**config.mk**
```make
export PLATFORM = sky130hd
export DESIGN_NAME = gf_acc_32
export DESIGN_NICKNAME = d
export VERILOG_FILES = /design/src/rtl/gf_acc_32.sv
export SDC_FILE = /design/constraint.sdc
export NUM_CORES = 1
export LEC_CHECK = 0
export ABC_AREA = 1
export CAP_MARGIN = 25
export CORE_MARGIN = 8
export CORE_UTILIZATION = 56
export CTS_CLUSTER_SIZE = 20
export DETAILED_ROUTE_END_ITERATION = 12
export PLACE_DENSITY = 0.86
export REMOVE_ABC_BUFFERS = 1
export SLEW_MARGIN = 30
export SYNTH_ARGS = -nofsm -noshare
export SYNTH_HDL_FRONTEND = slang
export SYNTH_SLANG_ARGS = --single-unit
```
**constraint.sdc**
```tcl
create_clock -name i_clk -period 3.55 [get_ports i_clk]
set_input_delay 0.355 -clock i_clk [delete_from_list [all_inputs] [get_ports i_clk]]
set_output_delay 0.355 -clock i_clk [all_outputs]
set_load 0.03 [all_outputs]
```
**src/rtl/gf_acc_32.sv**
```systemverilog
// gf_acc_32: XOR-accumulates N_TERMS GF(2^32) products into an inner-product result
module gf_acc_32 #(
  parameter int WIDTH   = 32,
  parameter int N_TERMS = 16,
  parameter int CNT_W   = $clog2(N_TERMS + 1)
) (
  input  logic             i_clk,
  input  logic             i_rst_n,
  input  logic             i_start,
  input  logic [WIDTH-1:0] i_prod,
  input  logic             i_prod_valid,
  output logic [WIDTH-1:0] o_acc,
  output logic             o_done,
  output logic             o_busy,
  output logic [CNT_W-1:0] o_cnt,
  output logic             o_err
);
  typedef enum logic [1:0] {IDLE, ACC, HOLD} state_t;
  localparam logic [CNT_W-1:0] LAST = CNT_W'(N_TERMS - 1);
  localparam logic [CNT_W-1:0] FULL = CNT_W'(N_TERMS);
  state_t state, state_n;
  logic [WIDTH-1:0] acc, acc_n, o_acc_n;
  logic [CNT_W-1:0] cnt_n;
  logic done_n, err_n;
  always_comb begin
    state_n = state;
    acc_n   = acc;
    o_acc_n = o_acc;
    cnt_n   = o_cnt;
    done_n  = 1'b0;
    err_n   = o_err;
    if (i_start) begin
      acc_n   = i_prod_valid ? i_prod : '0;
      cnt_n   = CNT_W'(i_prod_valid);
      err_n   = o_err | (state == ACC);
      state_n = ACC;
      if (i_prod_valid && N_TERMS == 1) begin
        o_acc_n = i_prod;
        done_n  = 1'b1;
        state_n = HOLD;
        cnt_n   = FULL;
      end
    end else if (i_prod_valid) begin
      if (state == ACC) begin
        acc_n = acc ^ i_prod;
        cnt_n = o_cnt + 1'b1;
        if (o_cnt == LAST) begin
          o_acc_n = acc ^ i_prod;
          done_n  = 1'b1;
          state_n = HOLD;
        end
      end else begin
        err_n = 1'b1;
      end
    end
  end
  always_ff @(posedge i_clk or negedge i_rst_n) begin
    if (!i_rst_n) begin
      state  <= IDLE;
      acc    <= '0;
      o_acc  <= '0;
      o_cnt  <= '0;
      o_done <= 1'b0;
      o_busy <= 1'b0;
      o_err  <= 1'b0;
    end else begin
      state  <= state_n;
      acc    <= acc_n;
      o_acc  <= o_acc_n;
      o_cnt  <= cnt_n;
      o_done <= done_n;
      o_busy <= state_n == ACC;
      o_err  <= err_n;
    end
  end
endmodule

```
Word level (Yosys, flattened, before mapping)
Cells that the tools add are included.
Widths: inputs -> output; s select.
{"block": "op_classes", "mul": 0, "addsub": 1, "n_div": 0, "n_eq_ne": 4, "bitwise": 3, "n_reduce_logical": 5, "n_lt_le_gt_ge": 0, "mux": 18, "n_shift": 0}
{"operator": "$mux 32", "count": 4}
{"operator": "$xor 32x32->32", "count": 1}
{"operator": "$mux 5", "count": 3}
{"operator": "$mux 2", "count": 4}
{"operator": "$mux 1", "count": 7}
{"operator": "$add 5x1->5 const B", "count": 1}
{"operator": "$eq 5x4->1 const B", "count": 1}
{"operator": "$eq 2x1->1 const B", "count": 2}
{"operator": "$reduce_and 2->1", "count": 2}
{"operator": "$reduce_and 4->1", "count": 1}
{"operator": "$reduce_bool 2->1", "count": 2}
{"operator": "$ne 2x2->1 const B", "count": 1}
{"operator": "$not 1->1", "count": 1}
{"operator": "$or 1x1->1", "count": 1}
{"block": "word_totals", "memories": 0, "in_bits": 36, "regBits": 74, "latch_bits": 0, "word_cells": 38, "romBits": 0, "output_inout_bits": 40, "ram_bits": 0}

Depth between registers and ports, before layout
{"block": "logic_depth", "depth_word": 6, "depth_mapped": 10}

Worst setup path before layout
Ideal clock, no wire load.
{"block": "synth_timing", "path_type": "register to register", "from": "reg o_cnt[0]", "to": "reg o_acc[10]", "synth_period_minus_slack_ns": 1.887, "arrival_ns": 1.770, "setup_time_ns": 0.117, "setup_slack_ns": 1.663, "t_required_ns": 3.433, "stages_incl_launch_ff": 11, "path_cell_list": "dfrtp_1 -> ha_1 -> nand2_1 -> nor2_1 -> ha_1 -> nand2_1 -> nor3_4 -> inv_2 -> buf_6 -> nand2_1 -> nand2_1"}
{"block": "synth_via", "elab_chain_cells": 2}
{"element": "from (decl)", "line_no": "15", "rtl": "output logic [CNT_W-1:0] o_cnt,"}
{"element": "from (signal assigned)", "line_no": "70", "rtl": "o_cnt <= cnt_n;"}
{"element": "$eq 5x4->1", "line_no": "47", "rtl": "if (o_cnt == LAST) begin"}
{"element": "$reduce_and 4->1 (no line)"}
{"element": "to (signal assigned)", "line_no": "69", "rtl": "o_acc <= o_acc_n;"}
{"element": "to (decl)", "line_no": "12", "rtl": "output logic [WIDTH-1:0] o_acc,"}
No other way between the ends.
A chain may end at the register's enable or synchronous reset.

Final worst setup path
{"block": "layout_timing", "from": "reg o_cnt[0]", "to": "reg o_acc[18]"}
Same word-level chain as after synthesis.

==> results.sh <==
export IMPL_cts_tree="done"
export IMPL_ys_ff_latch=74
export IMPL_htree_levels=3
export IMPL_grt_usage=0.203
export IMPL_drive_gt1_frac=0.0429
export IMPL_synthDistinctLibCells=17
export IMPL_max_stage_delay_ns=0.44
export IMPL_dp_slack_ns=1.29
export IMPL_seq_area_frac_synth=0.483
export IMPL_die_h_um=98.7
export IMPL_die_w_um=98.7
export IMPL_seqCellArea_um2=1850
export IMPL_path_clk_slew_ns=0.08
export IMPL_antenna_left=0
export IMPL_grt_pass1_vias=3685
export IMPL_first_pass_iters=4
export IMPL_hp_class="input pin to asynchronous set/reset pin"
export IMPL_area_growth_pct=26.5
export IMPL_critPathLaunch="o_cnt[0]"
export IMPL_hold_buffers=0
export IMPL_rows=30
export IMPL_antenna_found_initial=0
export IMPL_synth_flop_cell="dfrtp_1"
export IMPL_synth_edff_count=0
export IMPL_wl_per_cell_um=13.2
export IMPL_io_pins=76
export IMPL_switching_share=0.264
export IMPL_slowest_stage="nor3_4"
export IMPL_setup_violations=0
export IMPL_multiInputGateArea_um2=1590
export IMPL_fillers=521
export IMPL_clock_skew_ns=0.00859
export IMPL_drt_iter0_markers=200
export IMPL_netlist_top_cells_count="nand2_1, dfrtp_1, inv_1, nand3_1, buf_2"
export IMPL_drt_vias_per_instance=5.09
export IMPL_tightestPinTransition_ns=0.681
export IMPL_rsz0062_at_grt="no"
export IMPL_clk_path_buf_depth=2
export IMPL_cts_root_buf="clkbuf_8"
export IMPL_cts_resized=0
export IMPL_cp_cell_sequence="ha_1 > nand2_1 > nor2_1 > ha_1 > nand2_1 > nor3_4 > inv_2 > nand2_1 > nand2_1"
export IMPL_fin_crit_ns=2.25
export IMPL_totalWireLength_mm=9.38
export IMPL_hold_viol=0
export IMPL_avgSynthCellArea_um2=6.93
export IMPL_setup_ws_ns=1.30
export IMPL_cts_setup_buffers=0
export IMPL_power_internal_w=0.00152
export IMPL_peakVddDrop_mv=0.263
export IMPL_grt_max_degree=75
export IMPL_dieArea_um2=9740
export IMPL_crit_arrival_ns=2.48
export IMPL_dp_hpwl_mm=6.23
export IMPL_synth_area_top_cells="dfrtp_1, nand2_1, nand3_1, inv_1, buf_2"
export IMPL_synthArstFlopShare=1.00
export IMPL_numClockSinks=74
export IMPL_start_kind="flip-flop"
export IMPL_n_antenna_cell=0
export IMPL_routed_via_count=3607
export IMPL_max_freq_ghz=0.445
export IMPL_cp_top_family="simple AND/OR/NAND/NOR gates"
export IMPL_core_area_um2=6720
export IMPL_synth_top_area_share=0.483
export IMPL_crit_required_ns=3.78
export IMPL_drv_slew=0
export IMPL_path_common_cell="nand2_1"
export IMPL_start_util=0.570
export IMPL_status="completed"
export IMPL_crit_fanout=33
export IMPL_p_seq_frac=0.459
export IMPL_r2r_start="o_cnt[0]"
export IMPL_grt_ovfl_total=0
export IMPL_fin_crit_sh=0.633
export IMPL_r2r_slack_ns=1.30
export IMPL_powerDensity_nw_per_um2=425
export IMPL_synth_most_common_cell="nand2_1"
export IMPL_numCtsBuffers=9
export IMPL_synth_area_leader_cell="dfrtp_1"
export IMPL_grt_pass1_wl_mm=16.4
export IMPL_syn_instance_count=553
export IMPL_worst_setup_path_type="flip-flop to flip-flop"
export IMPL_clkPwrFrac=0.398
export IMPL_port_buffers=75
export IMPL_yosys_warnings=0
export IMPL_post_route_drc_count=0
export IMPL_synthesis_area_um2=3830
export IMPL_setup_tns_final_ns=0
export IMPL_switching_power_w=0.000542
export IMPL_clock_latency_ns=0.35
export IMPL_gp_congestion=0.839
export IMPL_cp_num_buf_inv=1
export IMPL_nets=662
export IMPL_relSlewSlack=0.546
export IMPL_pwr_share_comb=0.143
export IMPL_p_leak_nw=2.73
export IMPL_endpoint_kind="flip-flop"
export IMPL_drv_cap=0
-- cells by family after synthesis --
group | Yosys count | synth area share
and+or+nand+nor | 378 | 0.396
buffers and inverters | 92 | 0.103
DFF | 74 | 0.483
AOI/OAI and AO/OA | 7 | 0.0108
adders and majority gates | 2 | 0.00653
-- final timing paths --
path                        endpoint  depth (start not counted)
max                        o_acc[18]                          9
min                        o_acc[30]                          1
max reg2reg                o_acc[18]                          9
min reg2reg                o_acc[16]                          2
max in group asynchronous   o_acc[2]                          1
min in group i_clk         o_acc[16]                          2
-- sequential cells by signal, summed over array words and instances (netlist names) --
name / count
o_acc: 32
o_busy: 1
o_done: 1
o_cnt: 5
acc: 32
o_err: 1
state: 2
-- power by group through the flow --
stage	Sequential, W	Clock, W	Combinational [W]
floorplan	0.000959	0	0.000165
global placement	0.000956	0	0.000277
detailed placement	0.000960	0	0.000294
CTS	0.000944	0.000826	0.000296
global route	0.000954	0.000853	0.000341
finish	0.000945	0.000818	0.000294
-- through the flow --
step	hold slack (ns)	cell area (µm²)	cells	utilization	total power, W
6_report	0.0114	4840	709	0.721	0.00206
3_3_place_gp	0.462	4590	693	0.683	0.00123
3_5_place_dp	0.464	4590	693	0.683	0.00125
5_1_grt	0.0799	4840	709	0.721	0.00215
2_1_floorplan	0.0594	3710	534	-	0.00112
4_1_cts	0.190	4840	709	0.720	0.00207
-- routing by layer --
metal | global-route usage | vias up | part of all wire | wire, µm
li1 | - | 1809 | - | -
met1 | 0.230 | 1682 | 0.41 | 3880
met2 | 0.357 | 97 | 0.51 | 4760
met3 | 0.0458 | 19 | 0.056 | 521
met4 | 0.0933 | 0 | 0.023 | 213
met5 | 0 | - | 0 | 0
-- layout make-up --
type,count,area share
clock buffer,11,0.0312
clock inverter,5,0.0207
inverter,73,0.0566
multi-input combinational,387,0.327
sequential,74,0.382
tap,80,0.0207
timing repair buffer,79,0.161
-- worst reg2reg max path: cells and delay by family (launching register included) --
family	cells	cell delay (ns)
AND/OR/NAND/NOR	6	0.97
buffers and inverters	1	0.39
flip-flops	1	0.42
adder cells (fa/ha/maj)	2	0.35
-- placed cells by master (no fill, tap or decap) --
master,synthesis,layout
clkbuf_8,0,11
nand3_1,68,68
nor3_4,1,1
o211ai_1,1,1
o21ai_0,4,4
a21oi_1,1,1
clkdlybuf4s50_1,0,74
inv_1,70,70
nor2_1,7,7
nand2_1,301,301
buf_6,3,1
ha_1,2,2
buf_4,3,4
inv_2,3,3
bufinv_16,0,3
dfrtp_1,74,74
nand2_2,1,1
clkinv_2,0,2
a31o_2,1,1
Note: power is estimated with default switching activity, not from simulation.
